`src/rtl/mips_pkg.sv`:
```
// Shared MIPS definitions: opcodes, instruction field slices and the
// fetch-stage state encoding.
package mips_pkg;

  localparam logic [5:0] R_FORMAT = 6'd0;
  localparam logic [5:0] J        = 6'd2;
  localparam logic [5:0] BEQ      = 6'd4;
  localparam logic [5:0] ADDI     = 6'd8;
  localparam logic [5:0] LW       = 6'd35;
  localparam logic [5:0] SW       = 6'd43;

  localparam int OP_MSB  = 31;
  localparam int OP_LSB  = 26;
  localparam int IMM_W   = 16;
  localparam int JADDR_W = 26;

  typedef enum logic [1:0] {
    IDLE  = 2'd0,
    FETCH = 2'd1,
    HOLD  = 2'd2
  } fetch_state_e;

  // Branch displacement in bytes: sign-extended word offset shifted left by 2.
  function automatic logic [31:0] branch_offset(input logic [IMM_W-1:0] imm);
    return {{(32-IMM_W-2){imm[IMM_W-1]}}, imm, 2'b00};
  endfunction

endpackage

```
`src/rtl/next_pc_logic.sv`:
```
// Next-PC selection for the fetch stage: jump beats a taken branch,
// otherwise fall through to pc_plus4.
module next_pc_logic
  import mips_pkg::*;
(
  input  logic [31:0] instr,
  input  logic [31:0] pc_plus4,
  input  logic        jump,
  input  logic        branch,
  input  logic        alu_zero,
  output logic [31:0] next_pc
);

  // The opcode field is decoded upstream; only the address fields matter here.
  logic unused_op;
  assign unused_op = ^instr[OP_MSB:OP_LSB];

  always_comb begin
    next_pc = pc_plus4;
    if (jump)
      next_pc = {pc_plus4[31:28], instr[JADDR_W-1:0], 2'b00};
    else if (branch && alu_zero)
      next_pc = pc_plus4 + branch_offset(instr[IMM_W-1:0]);
  end

endmodule

```
`src/rtl/fetch_unit.sv`:
```
// Instruction fetch stage: PC, instruction register and a req/ready memory
// handshake, with the PC updated only when downstream accepts the IR.
module fetch_unit
  import mips_pkg::*;
#(
  parameter logic [31:0] RESET_PC = 32'h0000_0000,
  parameter int          CNT_W    = 32
) (
  input  logic             clk,
  input  logic             rst,
  output logic             imem_req,
  output logic [31:0]      imem_addr,
  input  logic             imem_ready,
  input  logic [31:0]      imem_rdata,
  output logic [31:0]      instr,
  output logic [5:0]       op,
  output logic [31:0]      pc_plus4,
  output logic             instr_valid,
  input  logic             instr_accept,
  input  logic             jump,
  input  logic             branch,
  input  logic             alu_zero,
  output logic [CNT_W-1:0] accept_cnt
);

  fetch_state_e state, state_next;
  logic [31:0]  pc;
  logic [31:0]  next_pc;
  logic         load_ir;
  logic         take;

  next_pc_logic u_next_pc (
    .instr    (instr),
    .pc_plus4 (pc_plus4),
    .jump     (jump),
    .branch   (branch),
    .alu_zero (alu_zero),
    .next_pc  (next_pc)
  );

  always_ff @(posedge clk or posedge rst) begin
    if (rst) state <= IDLE;
    else     state <= state_next;
  end

  // imem_ready only matters in FETCH and instr_accept only in HOLD.
  always_comb begin
    state_next  = state;
    imem_req    = 1'b0;
    instr_valid = 1'b0;
    load_ir     = 1'b0;
    take        = 1'b0;
    case (state)
      IDLE:  state_next = FETCH;
      FETCH: begin
        imem_req = 1'b1;
        if (imem_ready) begin
          load_ir    = 1'b1;
          state_next = HOLD;
        end
      end
      HOLD: begin
        instr_valid = 1'b1;
        if (instr_accept) begin
          take       = 1'b1;
          state_next = FETCH;
        end
      end
      default: state_next = IDLE;
    endcase
  end

  always_ff @(posedge clk or posedge rst) begin
    if (rst) begin
      pc         <= RESET_PC;
      instr      <= '0;
      pc_plus4   <= '0;
      accept_cnt <= '0;
    end else begin
      if (load_ir) begin
        instr    <= imem_rdata;
        pc_plus4 <= pc + 32'd4;
      end
      if (take) begin
        pc         <= next_pc;
        accept_cnt <= accept_cnt + CNT_W'(1);
      end
    end
  end

  assign imem_addr = pc;
  assign op        = instr[OP_MSB:OP_LSB];

endmodule
```
`config.mk`:
```
export PLATFORM = sky130hd
export DESIGN_NAME = fetch_unit
export DESIGN_NICKNAME = d
export VERILOG_FILES = /design/src/rtl/mips_pkg.sv /design/src/rtl/next_pc_logic.sv /design/src/rtl/fetch_unit.sv
export SDC_FILE = /design/constraint.sdc
export NUM_CORES = 1
export LEC_CHECK = 0
export CORE_ASPECT_RATIO = 0.6
export CORE_MARGIN = 3
export CORE_UTILIZATION = 51
export CTS_BUF_LIST = sky130_fd_sc_hd__clkbuf_16
export CTS_CLUSTER_DIAMETER = 30
export DETAILED_ROUTE_END_ITERATION = 10
export PLACE_DENSITY_LB_ADDON = 0.2
export SLEW_MARGIN = 20
export SYNTH_ARGS = -nofsm -noshare
export SYNTH_HDL_FRONTEND = slang
export SYNTH_SLANG_ARGS = --single-unit
export TNS_END_PERCENT = 100
```
`constraint.sdc`:
```
create_clock -name clk -period 5.7 [get_ports clk]
set_input_delay 1.425 -clock clk [delete_from_list [all_inputs] [get_ports clk]]
set_output_delay 1.425 -clock clk [all_outputs]
set_load 0.1 [all_outputs]
```
After elaboration in Yosys (flattened, before gate mapping)
Index checks and enable logic that the tools add are counted.
Word-level totals
  flip-flop bits (word level): 130
  word-level logic and storage cells: 26
  output and inout bits: 136
  input bits: 39
Cells by class
  $add $sub $neg: 3
  eq/ne operators: 4
  reduce and logical (&&, ||, !) cells: 3
  muxes and demuxes: 11
Operators with widths (number)
  two-way mux 32 bit: 2
  adder 32 x 1 -> 32 bit (second input constant): 1
  adder 32 x 3 -> 32 bit (second input constant): 1
  adder 32 bit: 1
  two-way mux 1 bit: 6
  one-hot mux 2 bit (3 select lines): 1
  two-way mux 2 bit: 2
  inequality test 2 bit (second input constant): 2
  equality test 2 x 1 -> 1 bit (second input constant): 1
  equality test 2 bit (second input constant): 1
  logical NOT 2 bit: 1
  AND reduction 2 bit: 1
  logical AND 1 bit: 1

Logic depth before layout (Yosys ltp)
Gate-level depths: netlist of run 1.
  word-level depth: 3
  depth in mapped cells: 10
  depth with buffers taken out: 10

By module
From an unflattened synthesis of run 1, not the netlist that was laid out.
Unflattened totals
  cell total of the unflattened synthesis: 842
  area, all modules: 7903.8 um^2
Modules (own cells, without submodules)
  fetch_unit: sequential area each 3253.1 um^2, cells each 515, instances 1, area an instance 5662.9 um^2
  next_pc_logic: sequential area each 0.0 um^2, cells each 327, instances 1, area an instance 2240.9 um^2

Least setup slack after synthesis of run 1
Ideal clock, no wire load.
  path type: reg2out
  from: register state[1]
  to: output imem_req
  arrival time: 1.726 ns
  buffers on the path: 0
  data required time: 4.275 ns
  slack: 2.549 ns
  cell stages (with the launch flop): 2
  cell sequence: dfrtp_1 > nor2b_1
On the way
  cells in the longest elaborated chain, start to end: 2
Ends and longest elaborated chain
  from (decl): line fetch_unit.sv:26  | fetch_state_e state, state_next;
  from (signal assigned): line fetch_unit.sv:43  | else state <= state_next;
  equality test 2 x 1 -> 1 bit: line fetch_unit.sv:53  | case (state)
  two-way mux 1 bit: line fetch_unit.sv:53
  to (decl): line fetch_unit.sv:11  | output logic imem_req,
Every way passes these cells.

Final worst setup path of run 1
  from: register state[0]
  to: output instr_valid
On the way
  cells in the longest elaborated chain, start to end: 2
Ends and longest elaborated chain
  equality test 2 bit: line fetch_unit.sv:53
  two-way mux 1 bit: line fetch_unit.sv:53
  to (decl): line fetch_unit.sv:18  | output logic instr_valid,
Every way passes these cells.

==> results summary, run 1 <==
The antenna diode count came out at 0. For this design the top-level I/O count stands at 175. The area growth from synthesis to final layout is 32.06%. The pin slew with the least headroom to its limit is 1.039 ns. The routed wire length is 22220 um.

The insertion delay to the later sink of the worst-skew pair is 0.42 ns. The number of flops mapped to enable cells by yosys came out at 0. The critical path ends at instr_valid. The count of placed standard cells including taps is 1164. The routed layout has 6865 vias. The starting density of the core is 54.06%.

The upper clock frequency limit came out at 273.4 MHz. The worst setup path is of the register to primary output kind. The relative slew slack came out at 30.54%. The total grt overflow came out at 0. The worst register-to-register path begins at instr[0]$_DFFE_PP0P_.

In this run, the number of DRC markers left after iteration 0 of detailed routing was 635. The remaining number of nets flagged by the antenna check after routing is 0. The synthesized design devotes to its leading area cell type 42.49% of total area. The total of hold buffers inserted after clock tree synthesis is 0. The first-pass GRT wire length is 35850 um. The run finished with clean final reports. The count of final max-slew check failures is 0.

Between clock sinks in the finished design, the worst skew comes to 0.01264 ns. The filler cell count in the final layout is 1081. The area of the multi-input gates is 4144 sq um.

Synthesis produced a netlist with a net count of 901. The clock tree from TritonCTS is yes. The estimated wirelength of the detail-placed design is 15860 um. Setup repair after global routing left no endpoint under its margin. The biggest area contributor in the post-synthesis netlist is sky130_fd_sc_hd__dfrtp_1. The area of all sequential standard cells is 3253 sq um. The placer's final routability congestion estimate came out at 0.9675.

The count of distinct cell types in the synthesized netlist came out at 67. Buffers placed on the I/O ports in this run total 174. For this run, design rule violations remaining after detail routing come to 0. From bottom edge to top edge, the die measures 100.9 um.

The number of H-tree levels is 4. The number of nets in the final layout came out at 1062. The die area is 16570 sq um. For this run, the detailed router's first-pass iteration total came to 5. The sink count of the clock tree is 130. The classification of the worst-slack hold path is register to register. STA classifies the critical path startpoint as a register. The required time at the endpoint of the critical path is 4.28 ns. Setup violations remaining at the end of the flow were counted as 0.

The global-route total usage across every layer came out at 27.59%. The width of the die is 164.2 um. The clock tree buffer depth came out at 2. The critical path starts at state[0]$_DFFE_PP0P_.

The top flip-flop cell by instance count after synthesis is sky130_fd_sc_hd__dfrtp_1. Yosys attributes the largest share of cell area to sky130_fd_sc_hd__dfrtp_1 42%, sky130_fd_sc_hd__nand2_1 6.3%, sky130_fd_sc_hd__xnor2_1 5.7%. The warning count from the yosys run is 0. The arrival time at the worst endpoint is 2.23 ns. CTS placed an instance of sky130_fd_sc_hd__clkbuf_16 at the clock tree root. The final period utilization came out at 64.18%. The number of antenna violations at the first check in global routing came out at 0. The depth of the worst register-to-register path is 10. The filler-free cell count of the finished design came out at 1195.

The maximum net fanout on the critical path came out at 5. The per-cell via count in the routed design is 5.745. The clock period could shrink to 3.658 ns. The average wire per standard cell is 18.59 um. The number of buffers inserted to repair setup after CTS came out at 0. The number of rows created at floorplan came out at 33.

Gates resized during post-CTS repair numbered 0. The area of the placeable core is 14160 sq um. The worst setup path is captured at a primary output.

Across the run, the number of max-cap violations was 0. The part of the Yosys area used for sequential elements is 42.49%. After synthesis the netlist holds a flip-flop and latch count of 130. The async set-or-reset flop fraction in the synthesized netlist came out at 100.0%. The worst reg-to-reg setup slack came out at 2.65 ns. The post-route netlist has 9.073% of its cells at a drive strength greater than 1. A synthesized cell averages 9.224 sq um.

The TritonCTS buffer count came out at 17. The maximum number of pins on one net before global-route repair is 89. The clock transition at the registers of the reported paths is 0.06 ns.

The final setup TNS is 0 ns. The via count of the first global-routing pass is 6576. The cell count after synthesis came out at 830. The hold violation count in the final report is 0.

The synthesized cell area is 7656 sq um. The worst register-to-register path ends at imem_addr[28]$_DFFE_PP0P_.
==> state kept, by name, indices dropped and copies added, names as in the netlist <==
register	flops
accept_cnt	32
imem_addr	32
instr	32
pc_plus4	32
state	2
==> worst min-delay path by stage <==
stage	start	to	slack, ns	depth (start not counted)
3_5_place_dp	accept_cnt[31]$_DFFE_PP0P_	accept_cnt[31]$_DFFE_PP0P_	0.46	1
5_1_grt	accept_cnt[31]$_DFFE_PP0P_	accept_cnt[31]$_DFFE_PP0P_	0.50	1
6_report	accept_cnt[31]$_DFFE_PP0P_	accept_cnt[31]$_DFFE_PP0P_	0.47	1
2_1_floorplan	state[1]$_DFFE_PP0P_	state[0]$_DFFE_PP0P_	0.46	1
4_1_cts	accept_cnt[31]$_DFFE_PP0P_	accept_cnt[31]$_DFFE_PP0P_	0.47	1
3_3_place_gp	accept_cnt[31]$_DFFE_PP0P_	accept_cnt[31]$_DFFE_PP0P_	0.46	1
==> per-layer routing <==
layer | GRT usage (%) | part of all wire, %
met1 | 43.03 | 49
met2 | 38.53 | 42
met3 | 7.184 | 8.4
met4 | 5.003 | 0.57
met5 | 0 | 0
==> synthesized netlist by cell type, drive strengths merged (8+ instances only) <==
| cell type | instances |
|---|---|
| mux2 | 35 |
| clkbuf | 27 |
| buf | 11 |
| nand3 | 23 |
| a31oi | 11 |
| ha | 31 |
| and3 | 13 |
| a21o | 10 |
| or3 | 8 |
| a21oi | 53 |
| inv | 22 |
| nand2 | 129 |
| nor2 | 50 |
| nand4 | 17 |
| xnor2 | 50 |
| dfrtp | 130 |
| o21ai | 81 |
| xor2 | 28 |
| nor3 | 14 |
==> critical path: stages (launching register included) <==
cell and delay [ns]:
sky130_fd_sc_hd__dfrtp_1 0.41, sky130_fd_sc_hd__nand2b_1 0.18, sky130_fd_sc_hd__inv_2 0.07, sky130_fd_sc_hd__clkdlybuf4s50_1 1.15
==> stage by stage <==
| stage | worst slack [ns] | util, % | cell area, sq um | hold slack (ns) |
|---|---|---|---|---|
| final | 2.042 | 71.39 | 10110 | 0.4681 |
| after global routing | 1.962 | 71.39 | 10110 | 0.5018 |
| after CTS | 2.042 | 71.39 | 10110 | 0.4739 |
| after detailed placement | 1.802 | 67.23 | 9522 | 0.4646 |
| after global placement | 1.860 | 67.23 | 9522 | 0.4650 |
| after floorplan | 0.8057 | - | 7656 | 0.4636 |
==> layout by cell type (no fill, tap or decap), types with 23 or more instances in the layout <==
cell and count:
sky130_fd_sc_hd__mux2_2 35, sky130_fd_sc_hd__a21oi_1 51, sky130_fd_sc_hd__nor2_1 50, sky130_fd_sc_hd__dfrtp_1 130, sky130_fd_sc_hd__xnor2_1 50, sky130_fd_sc_hd__o21ai_0 60, sky130_fd_sc_hd__ha_1 31, sky130_fd_sc_hd__nand3_1 23
sky130_fd_sc_hd__nand2_1 129, sky130_fd_sc_hd__clkdlybuf4s50_1 174, sky130_fd_sc_hd__xor2_1 28
==> area by class of cell <==
class / count / share of cell area [%]
clock inverters: 14 / 1.621
clock buffers: 17 / 4.207
inverters: 22 / 0.8415
flip-flops and latches: 130 / 32.17
repair buffers: 180 / 17.79
well taps: 192 / 2.376
multi-input cells: 640 / 40.99
==> kinds of logic after synthesis <==
group | count (synthesis) | share of synthesized area, %
simple gates | 293 | 18.39
buf+inv | 60 | 3.383
mux | 41 | 5.932
compound gates | 196 | 15.56
flops | 130 | 42.49
xor+xnor | 78 | 8.923
fa+ha+maj | 32 | 5.328
Power of run 1 is not shown: default switching activity piles up to over one toggle a cycle in this logic, so the estimate is an artifact.
==> run 2: changes to the inputs <==
CORE_UTILIZATION = 46   (was 51)
clock period = 3.3 ns   (was 5.7 ns; I/O delays follow)
==> run 2 against run 1 <==
Clock skew is essentially flat. Count of clock-buffer cells in the layout is the same. Global-route usage shrank 2.7 points. Die area grew 10%. Core utilization shrank 8.9 points. Routed wire length grew 1.6%. Final cell count grew 3.5%. Register-to-register slack lost 2.4 ns. Non-clock buffer count grew 11. First-iteration DRC count shrank 12%. Critical path type is now register to register.
==> results summary, run 2 (synthesized netlist as in run 1, its figures left out) <==
Outcome: finished, final reports clean (unchanged). The number of detailed-routing iterations run before antenna repair is 6 (was 5). The via count of the first global-routing pass was 6448 (was 6576). The total number of vias is 6892 (was 6865). The kind of capture point of the worst setup path is a register (was primary output). The routed wire length is 22580 um (was 22220 um). The maximum number of pins on one net before global-route repair is 55 (was 89). The depth of the worst register-to-register path came to 10 (unchanged). The setup violation total in the final timing report is 0 (unchanged).

The most common cell after layout, fill and taps aside is sky130_fd_sc_hd__buf_4 (was sky130_fd_sc_hd__clkdlybuf4s50_1). The final setup TNS is 0 ns (unchanged). The number of nets in the final layout is 1073 (was 1062). The starting density of the core is 48.43% (was 54.06%). The number of stages on the worst setup path came out at 10 (was 3). The setup slack after layout was 0.2921 ns (was 2.042 ns). The die area is 18280 sq um (was 16570 sq um).

The top-level port count came out at 175 (unchanged). The startpoint of the most critical setup path was instr[0]$_DFFE_PP0P_ (was state[0]$_DFFE_PP0P_). The total of hold buffers inserted after clock tree synthesis came out at 0 (unchanged). The relative slew slack came out at 51.55% (was 30.54%). The number of max-cap violations came out at 0 (unchanged). The fraction of layout cells with a size suffix above 1 is 23.74% (was 9.073%). The average wire per standard cell was 18.25 um (was 18.59 um).

The maximum net fanout on the critical path is 4 (was 5). The worst setup skew after layout came out at 0.01305 ns (was 0.01264 ns). The global-route total usage across every layer is 24.90% (was 27.59%). The pin slew with the least headroom to its limit is 0.7268 ns (was 1.039 ns).

The launching element type of the critical path is a register (unchanged). The count of final max-slew check failures is 0 (unchanged). The final period utilization is 91.15%. The number of antenna violations at the first check in global routing is 0 (unchanged). The antenna diode count is 0 (unchanged). The classification of the worst-slack hold path was register to register (unchanged). The upper clock frequency limit is 332.5 MHz. The estimated wirelength of the detail-placed design is 16910 um (was 15860 um).

The post-layout instance area came to 9884 sq um (was 10110 sq um). The remaining number of nets flagged by the antenna check after routing is 0 (unchanged). The TritonCTS buffer count is 17 (unchanged).

The per-cell via count in the routed design came out at 5.572 (was 5.745). The number of design-rule violations left by the first detailed-router iteration is 559 (was 635). The clock transition at the registers of the reported paths was 0.07 ns (was 0.06 ns). The instance area at placement came out at 9315 sq um (was 9522 sq um). Cells along the critical path: ha_1, fa_1, a21oi_1, o211ai_1, a21oi_1, o21ai_1, a211oi_2, xnor2_1, nor2_1, o31ai_1 (was nand2b_1, inv_2, clkdlybuf4s50_1). The hold violation count in the final report came to 0 (unchanged). Commonest non-fill, non-tap cells in the layout: 151 x sky130_fd_sc_hd__buf_4, 130 x sky130_fd_sc_hd__dfrtp_1, 129 x sky130_fd_sc_hd__nand2_1 (was 174 x sky130_fd_sc_hd__clkdlybuf4s50_1, 130 x sky130_fd_sc_hd__dfrtp_1, 129 x sky130_fd_sc_hd__nand2_1).

The number of buffer and inverter instances along the worst setup path came out at 0 (was 2). The post-cts resize count came out at 0 (unchanged). The number of H-tree levels is 4 (unchanged). The width of the die was 172.6 um (was 164.2 um). Counting stages on the worst path, the most repeated cell is sky130_fd_sc_hd__a21oi_1. The required time at the endpoint of the critical path is 3.62 ns (was 4.28 ns).

The endpoint of the most critical setup path is imem_addr[18]$_DFFE_PP0P_ (was instr_valid). The area growth from synthesis to final layout came out at 29.11% (was 32.06%). The worst stage delay on the critical path is 0.41 ns (was 1.15 ns). The clock tree buffer depth is 2 (unchanged).

The insertion delay to the later sink of the worst-skew pair is 0.42 ns (about the same). The total grt overflow came out at 0 (unchanged). The classification of the worst setup path is register to register (was register to primary output). The arrival time at the worst endpoint is 3.32 ns (was 2.23 ns).

The number of rows created at floorplan is 35 (was 33). The utilization after layout is 62.52% (was 71.39%). The time the worst path needs with I/O delays and setup is 3.008 ns. The end of the worst register-to-register path is imem_addr[18]$_DFFE_PP0P_ (was imem_addr[28]$_DFFE_PP0P_). The area of the placeable core is 15810 sq um (was 14160 sq um).

The number of buffers inserted to repair setup after CTS came out at 0 (unchanged). The root cell of the clock tree is sky130_fd_sc_hd__clkbuf_16 (unchanged). The reg-to-reg startpoint is instr[0]$_DFFE_PP0P_ (unchanged).

The worst reg-to-reg setup slack was 0.29 ns (was 2.65 ns). The dominant delay contributor by cell family on the critical path is compound AO/OA/AOI/OAI gates (was buffers and inverters). The setup slack after placement came out at 0.3348 ns (was 1.802 ns).

Unrepaired setup endpoints after global routing: no (unchanged). The number of design rule violations left after detail routing is 0 (unchanged). The cell with the largest stage delay on the worst path is sky130_fd_sc_hd__fa_1 (was sky130_fd_sc_hd__clkdlybuf4s50_1). The first-pass GRT wire length is 36650 um (was 35850 um). The chip height came to 105.9 um (was 100.9 um). The placer's final routability congestion estimate is 0.9510 (was 0.9675). The clock tree from TritonCTS is yes (unchanged). The number of buffer cells added on primary ports came out at 174 (unchanged). The sink count of the clock tree came out at 130 (unchanged).
run 2: cell count changes in the layout (fill, tap and decap cells not counted), sizes merged:
cell,before,now
buf,6,153
bufinv,3,0
clkdlybuf4s50,174,38
clkinv,8,7
clkinvlp,1,2
inv,24,28
run 2: how the worst min path moves through the flow:
| stage | start | endpoint | slack, ns | cells after the start |
|---|---|---|---|---|
| after floorplan | state[1]$_DFFE_PP0P_ | state[0]$_DFFE_PP0P_ | 0.46 | 1 |
| after global placement | accept_cnt[31]$_DFFE_PP0P_ | accept_cnt[31]$_DFFE_PP0P_ | 0.47 | 1 |
| after detailed placement | accept_cnt[31]$_DFFE_PP0P_ | accept_cnt[31]$_DFFE_PP0P_ | 0.49 | 1 |
| after CTS | accept_cnt[31]$_DFFE_PP0P_ | accept_cnt[31]$_DFFE_PP0P_ | 0.50 | 1 |
| after global routing | accept_cnt[30]$_DFFE_PP0P_ | accept_cnt[30]$_DFFE_PP0P_ | 0.51 | 1 |
| final | accept_cnt[31]$_DFFE_PP0P_ | accept_cnt[31]$_DFFE_PP0P_ | 0.49 | 1 |
run 2: area by class of cell:
cell class | count | area, sq um
Fill cell | 1384 | 5924
Multi-Input combinational cell | 640 | 4144
Sequential cell | 130 | 3253
Timing Repair Buffer | 191 | 1554
Clock buffer | 17 | 425.4
Tap cell | 222 | 277.8
Clock inverter | 15 | 143.9
Inverter | 22 | 86.33
run 2: stage by stage:
step	hold slack, ns	cells
after floorplan	0.4636	830
after global placement	0.4650	1205
after detailed placement	0.4860	1205
after CTS	0.4994	1237
after global routing	0.5150	1237
final	0.4910	1237
run 2: per-layer routing:
layer	share of wire (%)	track usage (%)	vias to the layer above	routed length [um]
li1	-	-	3272	-
met1	51	39.84	3301	11570
met2	39	33.21	304	8880
met3	8.6	6.709	15	1939
met4	0.81	4.627	0	182
met5	0	0	-	0
Power of run 2 is left out for the same reason.
==> run 3: changes to the inputs <==
REMOVE_ABC_BUFFERS = 1   (was default)
SKIP_CTS_REPAIR_TIMING = 1   (was default)
clock period = 2.6 ns   (was 3.3 ns; I/O delays follow)
==> run 3 against run 2 <==
The flow now finishes with violations (negative setup slack). Design area rose by 7.6%. Die area did not move. Global-route usage rose by 0.73 points. Highest routed layer unchanged. Register-to-register slack got worse by 0.41 ns. Worst setup slack got worse by 0.41 ns. Critical endpoint is now imem_addr[16]$_DFFE_PP0P_.
==> results summary, run 3 (synthesized netlist as in run 1, its figures left out) <==
Outcome: complete, but fails checks (was finished, final reports clean). The final reports fail on negative setup slack. The top-level port count came out at 175 (unchanged). The utilization after layout is 67.30% (was 62.52%). The number of H-tree levels was 4 (unchanged). The clock transition at the registers of the reported paths is 0.06 ns (was 0.07 ns). The area growth from synthesis to final layout is 38.96% (was 29.11%).

The setup slack after layout is -0.1204 ns (was 0.2921 ns). The width of the die was 172.6 um (unchanged). The count of final max-slew check failures came to 0 (unchanged).

The arrival time at the worst endpoint is 3.05 ns (was 3.32 ns). The number of buffer cells added on primary ports is 174 (unchanged). The worst stage delay on the critical path is 0.42 ns (was 0.41 ns). The most common cell after layout, fill and taps aside is sky130_fd_sc_hd__buf_4 (unchanged). The insertion delay to the later sink of the worst-skew pair is 0.42 ns (about the same). The worst reg-to-reg setup slack came out at -0.12 ns (was 0.29 ns). The total grt overflow came out at 0 (unchanged).

The per-cell via count in the routed design was 5.497 (was 5.572). The time the worst path needs with I/O delays and setup came to 2.720 ns (was 3.008 ns). The number of max-cap violations is 0 (unchanged). The area of the multi-input gates was 4309 sq um (was 4144 sq um). The antenna diode count is 0 (unchanged).

The root cell of the clock tree is sky130_fd_sc_hd__clkbuf_16 (unchanged). The clock tree buffer depth came to 2 (unchanged). The cell with the largest stage delay on the worst path is sky130_fd_sc_hd__dfrtp_1 (was sky130_fd_sc_hd__fa_1).

The setup violation total in the final timing report came out at 5 (was 0). The filler cell count in the final layout came out at 1297 (was 1384). The average wire per standard cell is 18.26 um (was 18.25 um). The area of all sequential standard cells is 3253 sq um (unchanged).

The worst hold slack came out at 0.4778 ns (was 0.4910 ns). The number of nets in the final layout is 1146 (was 1073). The area of the placeable core is 15810 sq um (unchanged). The classification of the worst setup path is register to register (unchanged). The sink count of the clock tree came out at 130 (unchanged). The maximum net fanout on the critical path is 2 (was 4). The via count of the first global-routing pass is 6757 (was 6448). The hold violation count in the final report is 0 (unchanged). The number of rows created at floorplan is 35 (unchanged). The number of design-rule violations left by the first detailed-router iteration came out at 709 (was 559). The classification of the worst-slack hold path is register to register (unchanged). The estimated wirelength of the detail-placed design was 17650 um (was 16910 um). The instance area at placement came to 9884 sq um (was 9315 sq um).

The pin slew with the least headroom to its limit is 0.4911 ns (was 0.7268 ns). Commonest non-fill, non-tap cells in the layout: 220 x sky130_fd_sc_hd__buf_4, 130 x sky130_fd_sc_hd__dfrtp_1, 129 x sky130_fd_sc_hd__nand2_1 (was 151 x sky130_fd_sc_hd__buf_4, 130 x sky130_fd_sc_hd__dfrtp_1, 129 x sky130_fd_sc_hd__nand2_1). The maximum number of pins on one net before global-route repair came out at 48 (was 55).

The number of detailed-routing iterations run before antenna repair came out at 5 (was 6). The post-layout instance area was 10640 sq um (was 9884 sq um). The clock tree from TritonCTS is yes (unchanged). The starting density of the core came out at 48.43% (unchanged).

The fraction of layout cells with a size suffix above 1 is 30.97% (was 23.74%). The total number of vias came to 7201 (was 6892). The worst setup skew after layout is 0.009119 ns (was 0.01305 ns).

The kind of capture point of the worst setup path is a register (unchanged). The chip height is 105.9 um (unchanged). The die area was 18280 sq um (unchanged). The launching element type of the critical path was a register (unchanged). The upper clock frequency limit came out at 367.6 MHz (was 332.5 MHz). The number of antenna violations at the first check in global routing came to 0 (unchanged). The cell with the most instances on the worst path is sky130_fd_sc_hd__buf_4 (was sky130_fd_sc_hd__a21oi_1).

The TritonCTS buffer count came out at 17 (unchanged). The final period utilization came out at 104.6% (was 91.15%). The required time at the endpoint of the critical path came out at 2.93 ns (was 3.62 ns). The first-pass GRT wire length is 37580 um (was 36650 um). Cells along the critical path: ha_4, fa_2, a21oi_2, o211ai_1, buf_4, a21oi_2, buf_4, buf_4, o21ai_0, a21oi_1, xnor2_1, nand2_1, a31oi_1 (was ha_1, fa_1, a21oi_1, o211ai_1, a21oi_1, o21ai_1, a211oi_2, xnor2_1, nor2_1, o31ai_1). The number of design rule violations left after detail routing came out at 0 (unchanged). The global-route total usage across every layer came out at 25.63% (was 24.90%). Unrepaired setup endpoints after global routing: yes (was no).

The remaining number of nets flagged by the antenna check after routing is 0 (unchanged). The relative slew slack came to 67.01% (was 51.55%). The routed wire length is 23930 um (was 22580 um). The placer's final routability congestion estimate was 0.9355 (was 0.9510).
## run 3: cell type report
| cell class | instances | share of cell area, % |
|---|---|---|
| inverter | 22 | 0.8232 |
| timing repair buffer | 264 | 20.23 |
| tap | 222 | 2.611 |
| multi-input combinational | 640 | 40.50 |
| clock inverter | 15 | 1.258 |
| clock buffer | 17 | 3.999 |
| sequential | 130 | 30.58 |
## run 3: path summary, 6_finish.rpt
path,from,depth (start not counted),to
min in group asynchronous,rst,2,instr[0]$_DFFE_PP0P_
max in group asynchronous,rst,3,imem_addr[31]$_DFFE_PP0P_
worst max-delay path,instr[0]$_DFFE_PP0P_,13,imem_addr[16]$_DFFE_PP0P_
worst min register to register,accept_cnt[31]$_DFFE_PP0P_,1,accept_cnt[31]$_DFFE_PP0P_
worst max register to register,instr[0]$_DFFE_PP0P_,13,imem_addr[16]$_DFFE_PP0P_
worst min-delay path,accept_cnt[31]$_DFFE_PP0P_,1,accept_cnt[31]$_DFFE_PP0P_
## run 3: worst max-delay path, delay by kind of cell (launching register included)
kind	cells	cell delay, ns
XOR/XNOR	1	0.15
flip-flops	1	0.42
AO/OA/AOI/OAI	6	1.00
AND/OR/NAND/NOR	1	0.07
buffers and inverters	3	0.43
adder cells (fa/ha/maj)	2	0.56
## run 3: per-layer routing
layer / vias to the layer above / wire, um / part of all wire [%] / global-route usage, %
li1: 3420 / - / - / -
met1: 3445 / 11820 / 49 / 40.61
met2: 312 / 9379 / 39 / 33.35
met3: 24 / 2450 / 10 / 8.387
met4: 0 / 272 / 1.1 / 5.147
met5: - / 0 / 0 / 0
## run 3: metrics by stage
step,setup slack [ns],cells,TNS (ns)
global placement,-0.1295,1274,-0.2845
CTS,-0.1994,1306,-0.8615
floorplan,-1.519,792,-237.94
global route,-0.2363,1310,-1.469
detailed placement,-0.1686,1274,-0.5787
finish,-0.1204,1310,-0.3380
Power of run 3 is left out for the same reason.
